`config.mk`:
```
export PLATFORM = sky130hd
export DESIGN_NAME = ds1302_read
export DESIGN_NICKNAME = d
export VERILOG_FILES = /design/src/rtl/ds1302_pkg.sv /design/src/rtl/ds1302_read_sclk_edge_detect.sv /design/src/rtl/ds1302_read.sv
export SDC_FILE = /design/constraint.sdc
export NUM_CORES = 1
export LEC_CHECK = 0
export ABC_AREA = 1
export BUFFER_PORTS_ARGS = -buffer_cell sky130_fd_sc_hd__buf_2
export CAP_MARGIN = 20
export CORE_MARGIN = 5
export CORE_UTILIZATION = 45
export DETAILED_ROUTE_END_ITERATION = 16
export PLACE_DENSITY = 0.77
export SLEW_MARGIN = 20
export SYNTH_ARGS = -nofsm -noshare
export SYNTH_HDL_FRONTEND = slang
export SYNTH_SLANG_ARGS = --single-unit
```
`constraint.sdc`:
```
create_clock -name clk -period 4 [get_ports clk]
set_input_delay 0.4 -clock clk [delete_from_list [all_inputs] [get_ports clk]]
set_output_delay 0.4 -clock clk [all_outputs]
set_load 0.02 [all_outputs]
```
`src/rtl/ds1302_pkg.sv`:
```
// Shared definitions for the DS1302 serial read/write blocks.
// Holds the transfer state encoding, field widths and command helper.
package ds1302_pkg;

    localparam int CMD_BITS   = 8;
    localparam int DATA_BITS  = 8;
    localparam int RD_BIT_POS = 0;
    localparam int CNT_W      = $clog2(CMD_BITS);

    typedef enum logic [1:0] {
        ST_IDLE,
        ST_SEND_CMD,
        ST_RECV_DATA,
        ST_FINISH
    } ds1302_state_e;

    // Command byte as put on the wire; optionally forces the read bit.
    function automatic logic [CMD_BITS-1:0] cmd_byte(
        input logic [CMD_BITS-1:0] addr,
        input bit                  force_rd
    );
        logic [CMD_BITS-1:0] c;
        c = addr;
        if (force_rd) begin
            c[RD_BIT_POS] = 1'b1;
        end
        return c;
    endfunction

endpackage

```
`src/rtl/ds1302_read_sclk_edge_detect.sv`:
```
// Edge strobes for the shared SCLK generator output.
// sclk is already synchronous to clk, so one register suffices.
module sclk_edge_detect (
    input  logic clk,
    input  logic rst,
    input  logic sclk,
    output logic rise,
    output logic fall
);

    logic sclk_prev_q;
    logic sclk_prev_d;

    // Next value of the delayed copy of sclk.
    always_comb begin
        sclk_prev_d = sclk;
    end

    // Delay register, cleared by reset.
    always_ff @(posedge clk) begin
        if (rst) begin
            sclk_prev_q <= 1'b0;
        end else begin
            sclk_prev_q <= sclk_prev_d;
        end
    end

    assign rise = sclk & ~sclk_prev_q;
    assign fall = ~sclk & sclk_prev_q;

endmodule

```
`src/rtl/ds1302_read.sv`:
```
// DS1302 single-byte read: sends a command byte LSB first,
// then releases the I/O line and shifts in one data byte.
module ds1302_read
    import ds1302_pkg::*;
#(
    parameter bit FORCE_RD = 1'b1
) (
    input  logic                 clk,
    input  logic                 rst,
    input  logic                 en,
    input  logic [CMD_BITS-1:0]  addr,
    input  logic                 sclk,
    input  logic                 dataIn,
    output logic                 ce,
    output logic                 dataOut,
    output logic                 ioDir,
    output logic [DATA_BITS-1:0] rdData,
    output logic                 done
);

    logic rise;
    logic fall;

    sclk_edge_detect u_edge (
        .clk  (clk),
        .rst  (rst),
        .sclk (sclk),
        .rise (rise),
        .fall (fall)
    );

    ds1302_state_e        state_q,    state_d;
    logic [CMD_BITS-1:0]  cmd_q,      cmd_d;
    logic [DATA_BITS-1:0] shreg_q,    shreg_d;
    logic [DATA_BITS-1:0] rd_data_q,  rd_data_d;
    logic [CNT_W-1:0]     bit_cnt_q,  bit_cnt_d;
    logic                 cmd_sent_q, cmd_sent_d;
    logic                 ce_q,       ce_d;
    logic                 dout_q,     dout_d;
    logic                 io_dir_q,   io_dir_d;
    logic                 done_q,     done_d;

    // Next state; pin values are computed for the state being entered
    // so the registered outputs line up with the visible state.
    always_comb begin
        state_d    = state_q;
        cmd_d      = cmd_q;
        shreg_d    = shreg_q;
        rd_data_d  = rd_data_q;
        bit_cnt_d  = bit_cnt_q;
        cmd_sent_d = cmd_sent_q;
        ce_d       = ce_q;
        dout_d     = dout_q;
        io_dir_d   = io_dir_q;
        done_d     = 1'b0;

        unique case (state_q)
            ST_IDLE: begin
                ce_d     = 1'b0;
                io_dir_d = 1'b1;
                dout_d   = 1'b0;
                if (en) begin
                    cmd_d      = cmd_byte(addr, FORCE_RD);
                    shreg_d    = '0;
                    bit_cnt_d  = '0;
                    cmd_sent_d = 1'b0;
                    ce_d       = 1'b1;
                    dout_d     = cmd_d[0];
                    state_d    = ST_SEND_CMD;
                end
            end
            ST_SEND_CMD: begin
                if (rise) begin
                    bit_cnt_d = bit_cnt_q + CNT_W'(1);
                    if (bit_cnt_q == CNT_W'(CMD_BITS - 1)) begin
                        cmd_sent_d = 1'b1;
                    end
                end else if (fall) begin
                    if (cmd_sent_q) begin
                        io_dir_d   = 1'b0;
                        bit_cnt_d  = '0;
                        cmd_sent_d = 1'b0;
                        state_d    = ST_RECV_DATA;
                    end else begin
                        dout_d = cmd_q[bit_cnt_q];
                    end
                end
            end
            ST_RECV_DATA: begin
                if (rise) begin
                    shreg_d[bit_cnt_q] = dataIn;
                    bit_cnt_d = bit_cnt_q + CNT_W'(1);
                    if (bit_cnt_q == CNT_W'(DATA_BITS - 1)) begin
                        rd_data_d = shreg_d;
                        done_d    = 1'b1;
                        ce_d      = 1'b0;
                        io_dir_d  = 1'b1;
                        dout_d    = 1'b0;
                        bit_cnt_d = '0;
                        state_d   = ST_FINISH;
                    end
                end
            end
            ST_FINISH: begin
                state_d = ST_IDLE;
            end
            default: begin
                state_d = ST_IDLE;
            end
        endcase
    end

    // State and output registers with synchronous reset.
    always_ff @(posedge clk) begin
        if (rst) begin
            state_q    <= ST_IDLE;
            cmd_q      <= '0;
            shreg_q    <= '0;
            rd_data_q  <= '0;
            bit_cnt_q  <= '0;
            cmd_sent_q <= 1'b0;
            ce_q       <= 1'b0;
            dout_q     <= 1'b0;
            io_dir_q   <= 1'b1;
            done_q     <= 1'b0;
        end else begin
            state_q    <= state_d;
            cmd_q      <= cmd_d;
            shreg_q    <= shreg_d;
            rd_data_q  <= rd_data_d;
            bit_cnt_q  <= bit_cnt_d;
            cmd_sent_q <= cmd_sent_d;
            ce_q       <= ce_d;
            dout_q     <= dout_d;
            io_dir_q   <= io_dir_d;
            done_q     <= done_d;
        end
    end

    assign ce      = ce_q;
    assign dataOut = dout_q;
    assign ioDir   = io_dir_q;
    assign rdData  = rd_data_q;
    assign done    = done_q;

endmodule

```
==> results, run 1 <==
- The run finished with clean final reports.
- After clock tree synthesis, the clock-pin slew on the worst setup and hold paths is 0.07 ns.
- Global routing used 14.3% of the available tracks across all layers.
- The sort of element at the end of the critical path is a flop.
- In this run the most critical hold path is launched from sclk.
- The final wirelength is 3530 µm.
- The layout has 393 filler cells.
- STA puts the critical path data required time at 4.21 ns.
- After the first detailed-routing iteration, the DRC count stood at 97.
- The kind of critical path is reg -> reg.
- Counting stages on the worst path, the most repeated cell is sky130_fd_sc_hd__nand2_1.
- The number of core rows is 23.
- Clock tree synthesis inserted a total of 5 buffers.
- The worst hold path was traced through 3 stages.
- The number of hold buffers added after CTS is 0.
- The area of placed instances is 0.00202 mm².
- The first detailed-routing pass ran for 4 iterations.
- The worst IR drop on VDD is 0.000288 V.
- Setup repair after global routing left no endpoint under its margin.
- The clock reaches the later pin of the worst-skew pair after 0.28 ns.
- The worst setup path is launched from a flop.
- In this run, placement finished with an instance count of 341.
- Entering global routing, the biggest net connects 20 pins.
- For this run, the share of the core covered by cells in the final layout is 53.5%.
- In this run the critical register-to-register path is captured at dataOut.
- The maximum achievable frequency is 0.556 GHz.
- The detail-routed net length per standard cell is 10.1 µm.
- The first global-routing pass estimated 6240 µm of wire.
- The floorplan die width is 74.5 µm.
- The vias after detailed routing is 1612.
- The leakage power total is 0.00105 µW.
- Once routing completed, OpenROAD measured the worst setup slack at 2.20 ns.
- The clock root buffer is sky130_fd_sc_hd__clkbuf_8.
- The switching power is 632 µW.
- Walking the worst path, the cells encountered are ha_1 > ha_1 > inv_1 > nand2_1 > nand2_1 > nor2_1 > nand2_1 > nand2_1 > nand2_1 > a21oi_1.
- In this run the tightest slew margin relative to its limit is 67.0%.
- The CTS tree is yes.
- The die height is 74.5 µm.
- The share of power burned in registers is 30.6%.
- In the routed design, unresolved DRC markers number 0.
- The number of H-tree levels is 2.
- The post-route cell area is 0.00215 mm².
- The number of nets with antenna violations after detailed routing is 0.
- The number of hold violations in the final report is 0.
- The total clock sinks is 35.
- The warning count from the yosys run is 0.
- Net switching is 41.2% of the power.
- In this run, synthesis produced a sequential element count of 35.
- The total count of max-transition violations in the final report is 0.
- The kind of path behind the tightest hold check is in -> reg.
- For this run, the slowest stage of the critical path takes 0.55 ns.
- The minimum clock period after layout is 1.80 ns.
- In the final design database the tool counted 323 nets.
- The count of maximum capacitance violations is 0.
- The average footprint of a synthesized cell is 6.84 µm².
- In this run the worst path has a maximum fanout of 11.
- The initial antenna violation count came to 0.
- Measured in cells, the most critical reg-to-reg path has a length of 10.
- After layout, the worst path uses 45.0% of the clock period.
- In this run the post-CTS setup repair buffer count came out at 0.
- Dividing total power by cell area gives a power density of 712 mW/mm².
- Per report_power, the clock group accounts for 24.3% of the total.
- Synthesis produced 274 cells.
- Excluding fillers, the count of instances in the completed layout stands at 349.
- The number of unique standard cell types used by synthesis is 23.
- The signed area change from the synthesized netlist to the final layout is 15.0%.
- At the pin with the least slew margin, the transition time is 0.495 ns.
- The sequential fraction of the synthesis area is 37.4%.
- For flop-to-flop paths, the worst setup slack is 2.20 ns.
- The clock arrives with 0.00464 ns of skew.
- The total nets after synthesis is 299.
- The clock tree buffer depth is 2.
- The cell at the slowest stage of the critical path is sky130_fd_sc_hd__dfxtp_1.
- Dividing the detail-routed via count by the number of cells gives 4.62.
- The congestion estimate from routability-driven global placement came to 0.906.
- In this run the standard cell core region covers 0.00403 mm².
- The top-level I/O count is 25.
- The path with the worst hold slack has its endpoint at u_edge.sclk_prev_q.
- The share of final-layout standard cells stronger than drive strength 1 is 14.4%.
- The number of global-route vias before repair is 1441.
- The count of buffers from port buffering is 23.
- The relative contribution of combinational cells to total power is 45.1%.
- The internal power consumption is 902 µW.
- The final antenna diode count is 0.
- OpenSTA, run right after detailed placement, puts the worst setup slack at 2.22 ns.
- The number of gates resized after cts is 0.
- The total half-perimeter wirelength after legalization and detailed placement is 2600 µm.
- The die covers 0.00555 mm².
- The data arrival time of the worst path is 2.01 ns.
- The summed instance area of the synthesized netlist is 0.00187 mm².
- Setup violations remaining at the end of the flow were counted as 0.
- The total negative slack is 0 ns.
- The leftover overflow at the end of global routing is 0.
- For this configuration, the core starts out at a cell density of 46.5%.
- The start of the worst register-to-register path is bit_cnt_q[0].
-- stage by stage --
| step | power [µW] | hold slack [ns] |
|---|---|---|
| finish | 1530 | 0.389 |
| global route | 1680 | 0.391 |
| CTS | 1550 | 0.390 |
| detailed placement | 1170 | 0.449 |
| global placement | 1160 | 0.437 |
| floorplan | 1040 | 0.429 |
-- metal layers --
metal  wire length [µm]  global-route usage, %  share of wire [%]
met1               1800                   19.0                 51
met2               1510                   21.6                 43
met3                171                   4.46                4.8
met4                 47                   5.73                1.3
met5                  0                      0                  0
-- registers in the layout (all words and copies together), names as in the netlist --
register / flops
cmd_sent_q: 1
shreg_q: 8
u_edge.sclk_prev_q: 1
ioDir: 1
bit_cnt_q: 3
ce: 1
rdData: 8
done: 1
cmd_q: 8
dataOut: 1
state_q: 2
-- logic make-up after synthesis --
| kind of cell | after synthesis | share of synthesized area [%] |
|---|---|---|
| AND/OR/NAND/NOR | 114 | 26.9 |
| AO/OA/AOI/OAI | 59 | 16.6 |
| buffers and inverters | 54 | 11.2 |
| flip-flops | 35 | 37.4 |
| adder cells (fa/ha/maj) | 12 | 8.02 |
-- final cells by class --
| cell class | count | area, µm² | area share (%) |
|---|---|---|---|
| clock buffer | 6 | 72.6 | 3.37 |
| clock inverter | 2 | 60.1 | 2.79 |
| inverter | 48 | 180 | 8.36 |
| multi-input combinational | 185 | 963 | 44.7 |
| sequential | 35 | 701 | 32.5 |
| tap | 50 | 62.6 | 2.90 |
| timing repair buffer | 23 | 115 | 5.34 |
-- worst max path at each step --
stage / startpoint / slack, ns / endpoint
floorplan: state_q[0] / 2.54 / bit_cnt_q[1]
global placement: bit_cnt_q[0] / 2.20 / dataOut
detailed placement: bit_cnt_q[0] / 2.22 / dataOut
CTS: bit_cnt_q[0] / 2.19 / dataOut
global route: bit_cnt_q[0] / 1.93 / dataOut
finish: bit_cnt_q[0] / 2.20 / dataOut
-- power by group through the flow --
stage	clock (µW)	sequential, µW	combinational (µW)
6_report	372	469	692
4_1_cts	381	470	696
3_3_place_gp	0	476	683
2_1_floorplan	0	473	562
3_5_place_dp	0	478	689
5_1_grt	399	480	802
-- layout by cell type, fill, tap and decap left out, drive strengths merged --
cell    netlist  routed
o21ai        30      30
nand3        12      12
nand4         1       1
nor3          3       3
dfxtp        35      35
ha           12      12
bufinv        0       2
or2           1       1
nand2        72      72
clkbuf        1       6
nor2         24      24
nand3b        1       1
buf           5      23
a21oi        29      29
inv          48      48
-- worst max-delay path: cells and delay by family, from the launching register on --
kind,cells,cell delay (ns)
buffers and inverters,1,0.07
adder cells (fa/ha/maj),2,0.45
AND/OR/NAND/NOR,6,0.54
AO/OA/AOI/OAI,1,0.12
flip-flops,1,0.55
-- synthesized netlist by cell type, drive strengths merged --
cell / number / area [µm²]
clkbuf: 1 / 3.75
dfxtp: 35 / 701
nor3: 3 / 26.3
nand4: 1 / 6.26
inv: 48 / 180
o21ai: 30 / 150
or2: 1 / 6.26
nand2: 72 / 280
nor2: 24 / 111
ha: 12 / 150
a21oi: 29 / 160
buf: 5 / 25.0
nand3: 12 / 65.1
nand3b: 1 / 7.51
(Power assumes the default switching activity.)
==> run 2: changes to the inputs <==
--- a/config.mk
+++ b/config.mk
@@ -11,7 +11,7 @@
 export CORE_MARGIN = 5
 export CORE_UTILIZATION = 45
 export DETAILED_ROUTE_END_ITERATION = 16
-export PLACE_DENSITY = 0.77
+export PLACE_DENSITY = 0.79
 export SLEW_MARGIN = 20
 export SYNTH_ARGS = -nofsm -noshare
 export SYNTH_HDL_FRONTEND = slang
==> constraint.sdc (replaced) <==
create_clock -name clk -period 1.6 [get_ports clk]
set_input_delay 0.16 -clock clk [delete_from_list [all_inputs] [get_ports clk]]
set_output_delay 0.16 -clock clk [all_outputs]
set_load 0.02 [all_outputs]
==> results, run 2 (synthesis gave the netlist of run 1 again) <==
- The maximum number of pins on one net before global-route repair is 19 (was 20).
- The leakage power total is 0.00108 µW (was 0.00105 µW).
- The vias after detailed routing is 1674 (was 1612).
- The global-route total usage across every layer is 15.4% (was 14.3%).
- The cell type group with the largest total delay on the critical path is simple AND/OR/NAND/NOR gates (was flip-flops).
- The maximum net fanout on the critical path is 6 (was 11).
- The kind of path behind the tightest hold check was in -> reg (unchanged).
- Unrepaired setup endpoints after global routing: yes (was no).
- The number of global-route vias before repair is 1507 (was 1441).
- The final antenna diode count is 0 (unchanged).
- The TritonCTS buffer count is 5 (unchanged).
- The power per cell area is 1770 mW/mm² (was 712 mW/mm²).
- The initial core utilization was 46.5% (unchanged).
- The CTS tree is yes (unchanged).
- The number of hold buffers added after CTS came to 0 (unchanged).
- The via count normalized by instance count is 4.68 (was 4.62).
- The total power draw came to 3950 µW (was 1530 µW).
- The total half-perimeter wirelength after legalization and detailed placement is 2640 µm (was 2600 µm).
- The count of maximum capacitance violations is 0 (unchanged).
- The routability-driven placement congestion ratio is 0.863 (was 0.906).
- The share of final-layout standard cells stronger than drive strength 1 is 20.1% (was 14.4%).
- The floorplan die width is 74.5 µm (unchanged).
- The startpoint type of the worst setup path is a flop (unchanged).
- Commonest non-fill, non-tap cells in the layout: 70 x sky130_fd_sc_hd__nand2_1, 45 x sky130_fd_sc_hd__inv_1, 34 x sky130_fd_sc_hd__dfxtp_1 (was 70 x sky130_fd_sc_hd__nand2_1, 47 x sky130_fd_sc_hd__inv_1, 35 x sky130_fd_sc_hd__dfxtp_1).
- The slew at the pin with the worst max-slew slack was 0.480 ns (was 0.495 ns).
- The count of buffer and inverter cells on the critical path was 1 (unchanged).
- The cell at the slowest stage of the critical path is sky130_fd_sc_hd__dfxtp_2 (was sky130_fd_sc_hd__dfxtp_1).
- The worst hold path startpoint was sclk (unchanged).
- The maximum achievable frequency was 0.676 GHz (was 0.556 GHz).
- The clock slew seen by the registers of the worst setup and hold paths is 0.07 ns (about the same).
- The critical path data required time is 1.79 ns (was 4.21 ns).
- The buffer count from post-CTS setup fixing is 0 (unchanged).
- The internal power consumption is 2270 µW (was 902 µW).
- The first-pass iteration count of the detailed router is 4 (unchanged).
- The most used cell along the critical path was sky130_fd_sc_hd__nand2_1 (unchanged).
- The number of core rows is 23 (unchanged).
- The leftover overflow at the end of global routing is 0 (unchanged).
- The number of DRC markers after the initial detailed-route iteration is 126 (was 97).
- The final count of negative-setup-slack endpoints is 0 (unchanged).
- The area of the die is 0.00555 mm² (unchanged).
- The power share of the clock group came to 21.0% (was 24.3%).
- The number of nets with antenna violations after detailed routing is 0 (unchanged).
- The layout net count came to 332 (was 323).
- The top-level I/O count was 25 (unchanged).
- The first element of the critical path was state_q[1] (was bit_cnt_q[0]).
- The insertion delay of the later-clocked pin in the worst-skew pair is 0.29 ns (was 0.28 ns).
- The normalized max-slew margin is 68.0% (was 67.0%).
- The clock tree skew after final layout is 0.00412 ns (was 0.00464 ns).
- The worst hold slack is 0.130 ns (was 0.389 ns).
- The switching fraction of total power came to 42.4% (was 41.2%).
- The die height came to 74.5 µm (unchanged).
- The kind of critical path is reg -> reg (unchanged).
- The signed area change from the synthesized netlist to the final layout came to 19.2% (was 15.0%).
- The delay of the slowest cell on the worst path was 0.38 ns (was 0.55 ns).
- The most common library cell in the layout ignoring fill and taps is sky130_fd_sc_hd__nand2_1 (unchanged).
- The detail-routed net length per standard cell is 10.4 µm (was 10.1 µm).
- The final critical-path share of the clock period is 92.5% (was 45.0%).
- Cells traversed along the worst timing path: inv_2 > ha_2 > nand2_1 > nand2_2 > nor3_4 > nand2_1 > nand2_1 > nor2_1 (was ha_1 > ha_1 > inv_1 > nand2_1 > nand2_1 > nor2_1 > nand2_1 > nand2_1 > nand2_1 > a21oi_1).
- The clock tree buffer depth came to 2 (unchanged).
- The count of buffers from port buffering was 23 (unchanged).
- The total count of max-transition violations in the final report is 0 (unchanged).
- The sort of element at the end of the critical path is a flop (unchanged).
- The initial antenna violation count is 0 (unchanged).
- The start of the worst register-to-register path is state_q[1] (was bit_cnt_q[0]).
- The total clock sinks was 35 (unchanged).
- Run status: finished clean (unchanged).
- The first-pass GRT wire length was 6620 µm (was 6240 µm).
- The share of power burned in registers is 28.6% (was 30.6%).
- The clock root buffer is sky130_fd_sc_hd__clkbuf_8 (unchanged).
- The minimum clock period after layout is 1.48 ns (was 1.80 ns).
- The number of H-tree levels is 2 (unchanged).
- The remaining design rule violation count is 0 (unchanged).
- The worst IR drop on VDD came to 0.000999 V (was 0.000288 V).
- The relative contribution of combinational cells to total power is 50.4% (was 45.1%).
- The switching power is 1670 µW (was 632 µW).
- The number of hold violations in the final report is 0 (unchanged).
- The final wirelength is 3740 µm (was 3530 µm).
- The data arrival time of the worst path came to 1.67 ns (was 2.01 ns).
- The core region area was 0.00403 mm² (unchanged).
-- run 2: cell count changes in the layout (fill, tap and decap cells not counted) --
| cell | change |
|---|---|
| sky130_fd_sc_hd__buf_4 | +9 |
| sky130_fd_sc_hd__ha_1 | -5 |
| sky130_fd_sc_hd__ha_2 | +4 |
| sky130_fd_sc_hd__inv_1 | -2 |
| sky130_fd_sc_hd__inv_2 | +2 |
| sky130_fd_sc_hd__bufinv_16 | -1 |
| sky130_fd_sc_hd__clkbuf_1 | -1 |
| sky130_fd_sc_hd__clkbuf_8 | +1 |
| sky130_fd_sc_hd__clkinv_2 | +1 |
| sky130_fd_sc_hd__dfxtp_1 | -1 |
| sky130_fd_sc_hd__dfxtp_2 | +1 |
| sky130_fd_sc_hd__ha_4 | +1 |
| sky130_fd_sc_hd__nor2_1 | -1 |
| sky130_fd_sc_hd__nor2_2 | +1 |
-- run 2: worst paths after layout --
check                        to  cells after the start  slack, ns
max                bit_cnt_q[0]                      8       0.12
min          u_edge.sclk_prev_q                      3       0.13
max reg2reg        bit_cnt_q[0]                      8       0.12
min reg2reg            cmd_q[5]                      2       0.46
-- run 2: final cells by class --
class                      count  area [µm²]
sequential                    35         702
tap                           50        62.6
multi-input combinational    185         988
clock inverter                 2        35.0
fill                         380        1800
clock buffer                   6        82.6
timing repair buffer          32         183
inverter                      48         180
-- run 2: stage by stage --
step	utilization, %	setup slack (ns)	instances	area (µm²)	setup TNS (ns)
4_1_cts	54.9	0.0251	358	2210	0
3_5_place_dp	51.9	0.0313	350	2090	0
3_3_place_gp	51.9	0.0621	350	2090	0
5_1_grt	55.4	-0.0363	358	2230	-0.0626
2_1_floorplan	-	0.138	274	1870	0
6_report	55.4	0.121	358	2230	0
-- run 2: per-layer routing --
layer / track usage [%] / share of wire (%) / wire (µm)
met3: 3.65 / 7.6 / 284
met4: 7.11 / 1.9 / 72
met5: 0 / 0 / 0
met1: 19.9 / 49 / 1820
met2: 24.1 / 42 / 1560
-- run 2: power groups by stage --
| stage | logic (µW) | registers [µW] | clock network (µW) |
|---|---|---|---|
| floorplan | 1400 | 1180 | 0 |
| global placement | 1880 | 1130 | 0 |
| detailed placement | 1910 | 1140 | 0 |
| CTS | 1940 | 1120 | 844 |
| global route | 2320 | 1140 | 882 |
| finish | 1990 | 1130 | 829 |
-- run 2: worst register-to-register path, delay by kind of cell, from the launching register on --
kind,cells,cell delay [ns]
buffers and inverters,1,0.08
adders and majority gates,1,0.20
DFF,1,0.38
and+or+nand+nor,6,0.71
-- run 2: what timing repair did --
action                                  CTS  global route
gates resized for setup                   2             8
pin swaps                                 1             2
endpoints found under the setup margin    1            18
cloned                                    0             0
==> run 3: changes to the inputs <==
--- a/config.mk
+++ b/config.mk
@@ -11,6 +11,7 @@
 export CORE_MARGIN = 5
 export CORE_UTILIZATION = 45
 export DETAILED_ROUTE_END_ITERATION = 16
+export GPL_TIMING_DRIVEN = 0
 export PLACE_DENSITY = 0.79
 export SLEW_MARGIN = 20
 export SYNTH_ARGS = -nofsm -noshare
==> results, run 3 (synthesis gave the netlist of run 1 again) <==
- The signed area change from the synthesized netlist to the final layout came to 17.3% (was 19.2%).
- The via count normalized by instance count is 4.82 (was 4.68).
- The normalized max-slew margin was 73.0% (was 68.0%).
- The clock tree buffer depth was 2 (unchanged).
- The sort of element at the end of the critical path is a flop (unchanged).
- The slew at the pin with the worst max-slew slack is 0.404 ns (was 0.480 ns).
- The count of buffers from port buffering is 22 (was 23).
- The minimum clock period after layout is 1.49 ns (was 1.48 ns).
- The number of core rows was 23 (unchanged).
- The final antenna diode count came to 0 (unchanged).
- Unrepaired setup endpoints after global routing: yes (unchanged).
- The cell at the slowest stage of the critical path is sky130_fd_sc_hd__dfxtp_2 (unchanged).
- The start of the worst register-to-register path was state_q[0] (was state_q[1]).
- The maximum number of pins on one net before global-route repair is 16 (was 19).
- The maximum net fanout on the critical path is 10 (was 6).
- The kind of path behind the tightest hold check is in -> reg (unchanged).
- The initial antenna violation count is 0 (unchanged).
- Run status: finished clean (unchanged).
- The most utilized layer in the global route result is met2 (unchanged).
- The delay of the slowest cell on the worst path is 0.37 ns (was 0.38 ns).
- The initial core utilization is 46.5% (unchanged).
- Cells traversed along the worst timing path: inv_2 > ha_2 > nor2_2 > nor2_2 > nand2_4 > inv_1 > o21ai_0 > nor2_1 (was inv_2 > ha_2 > nand2_1 > nand2_2 > nor3_4 > nand2_1 > nand2_1 > nor2_1).
- The switching fraction of total power is 46.1% (was 42.4%).
- The clock root buffer is sky130_fd_sc_hd__clkbuf_8 (unchanged).
- The first-pass GRT wire length was 6560 µm (was 6620 µm).
- The worst hold path startpoint is sclk (unchanged).
- The floorplan die width is 74.5 µm (unchanged).
- The relative contribution of combinational cells to total power is 52.2% (was 50.4%).
- The internal power consumption is 2050 µW (was 2270 µW).
- The met2 global-route usage was 24.3% (was 24.1%).
- The worst-case setup margin in the final layout was 0.114 ns (was 0.121 ns).
- The count of maximum capacitance violations is 0 (unchanged).
- The leftover overflow at the end of global routing was 0 (unchanged).
- The setup slack at placement was -0.0761 ns (was 0.0313 ns).
- The endpoint of the lowest-slack register-to-register path is shreg_q[4] (was bit_cnt_q[0]).
- The cell depth of the worst min-delay path is 3 (unchanged).
- The layout net count was 328 (was 332).
- The routability-driven placement congestion ratio is 0.942 (was 0.863).
- Commonest non-fill, non-tap cells in the layout: 67 x sky130_fd_sc_hd__nand2_1, 44 x sky130_fd_sc_hd__inv_1, 32 x sky130_fd_sc_hd__dfxtp_1 (was 70 x sky130_fd_sc_hd__nand2_1, 45 x sky130_fd_sc_hd__inv_1, 34 x sky130_fd_sc_hd__dfxtp_1).
- The global-route total usage across every layer is 15.4% (unchanged).
- The area of the die came to 0.00555 mm² (unchanged).
- The met1 track utilization from global routing was 19.5% (was 19.9%).
- The clock slew seen by the registers of the worst setup and hold paths is 0.07 ns (about the same).
- The remaining design rule violation count is 0 (unchanged).
- The critical path data required time was 1.78 ns (was 1.79 ns).
- The number of cells on the worst reg-to-reg path is 8 (unchanged).
- The sink of the worst hold path is u_edge.sclk_prev_q (unchanged).
- The first element of the critical path is state_q[0] (was state_q[1]).
- The TritonCTS buffer count is 5 (unchanged).
- The share of power burned in registers came to 31.0% (was 28.6%).
- The leakage power total is 0.00104 µW (was 0.00108 µW).
- The number of hold violations in the final report is 0 (unchanged).
- The kind of critical path is reg -> reg (unchanged).
- The final count of negative-setup-slack endpoints is 0 (unchanged).
- The number of hold buffers added after CTS is 0 (unchanged).
- The number of DRC markers after the initial detailed-route iteration is 71 (was 126).
- The number of H-tree levels is 2 (unchanged).
- The most common library cell in the layout ignoring fill and taps is sky130_fd_sc_hd__nand2_1 (unchanged).
- The final critical-path share of the clock period is 92.8% (was 92.5%).
- The total clock sinks is 35 (unchanged).
- The CTS tree was yes (unchanged).
- The first-pass iteration count of the detailed router came to 4 (unchanged).
- The insertion delay of the later-clocked pin in the worst-skew pair is 0.29 ns (about the same).
- The final wirelength is 3960 µm (was 3740 µm).
- The worst IR drop on VDD is 0.00104 V (was 0.000999 V).
- The power per cell area came to 1730 mW/mm² (was 1770 mW/mm²).
- The switching power was 1750 µW (was 1670 µW).
- The number of global-route vias before repair is 1538 (was 1507).
- The most used cell along the critical path is sky130_fd_sc_hd__nor2_2 (was sky130_fd_sc_hd__nand2_1).
- The startpoint type of the worst setup path is a flop (unchanged).
- The vias after detailed routing is 1706 (was 1674).
- The total half-perimeter wirelength after legalization and detailed placement is 2910 µm (was 2640 µm).
- The power share of the clock group was 16.8% (was 21.0%).
- The detail-routed net length per standard cell is 11.2 µm (was 10.4 µm).
- The maximum achievable frequency is 0.673 GHz (was 0.676 GHz).
- The clock tree skew after final layout is 0.00694 ns (was 0.00412 ns).
- The worst hold slack is 0.127 ns (was 0.130 ns).
- The share of final-layout standard cells stronger than drive strength 1 is 21.7% (was 20.1%).
- The core region area was 0.00403 mm² (unchanged).
- The global-route track usage on met3 came to 4.05% (was 3.65%).
- The number of nets with antenna violations after detailed routing is 0 (unchanged).
- The data arrival time of the worst path is 1.67 ns (about the same).
- The reg-to-reg setup timing slack is 0.11 ns (was 0.12 ns).
- The top-level I/O count was 25 (unchanged).
- The total count of max-transition violations in the final report was 0 (unchanged).
- The die height is 74.5 µm (unchanged).
[run 3: power groups by stage]
stage / sequential [µW] / combinational [µW] / clock [µW]
2_1_floorplan: 1180 / 1400 / 0
3_5_place_dp: 1170 / 1800 / 0
5_1_grt: 1200 / 2290 / 674
4_1_cts: 1150 / 1840 / 650
6_report: 1180 / 1980 / 637
3_3_place_gp: 1160 / 1760 / 0
[run 3: worst max-delay path, delay by kind of cell, from the launching register on]
kind	cells	cell delay, ns
flops	1	0.37
compound gates	1	0.18
simple gates	4	0.46
fa+ha+maj	1	0.22
buf+inv	2	0.14
[run 3: area by class of cell]
type                       instances  area (µm²)
fill                             404        1830
inverter                          48         180
tap                               50        62.6
sequential                        35         707
clock buffer                       6        72.6
multi-input combinational        185        1020
timing repair buffer              23         118
clock inverter                     2        12.5
buffer                             5        25.0
[run 3: worst max-delay path by stage]
stage	to	slack (ns)	cells past startpoint
3_5_place_dp	bit_cnt_q[2]	-0.08	8
3_3_place_gp	dataOut	-0.02	10
5_1_grt	shreg_q[4]	-0.06	9
4_1_cts	bit_cnt_q[2]	0.002	9
2_1_floorplan	bit_cnt_q[1]	0.14	8
6_report	shreg_q[4]	0.11	8
[run 3: what timing repair did]
| action | in CTS | in global routing |
|---|---|---|
| gates resized for setup | 7 | 19 |
| cloned | 0 | 0 |
| setup buffers | 1 | 0 |
| hold endpoints to repair | 0 | 0 |
| endpoints found under the setup margin | 18 | 26 |
| pin swaps | 1 | 2 |
[run 3: routing by layer]
layer  up-vias  part of all wire [%]
met5         -                     0
li1        919                     -
met4         0                   2.3
met2        37                    46
met1       743                    47
met3         7                   5.5
[run 3: through the flow]
stage	std cells	util (%)	TNS, ns	total power, µW	instance area [µm²]
after CTS	354	53.3	0	3640	2150
after global placement	346	50.8	-0.0662	2920	2050
final	354	54.5	0	3800	2200
after floorplan	274	-	0	2590	1870
after global routing	354	54.5	-0.0952	4160	2200
after detailed placement	346	50.8	-0.505	2970	2050
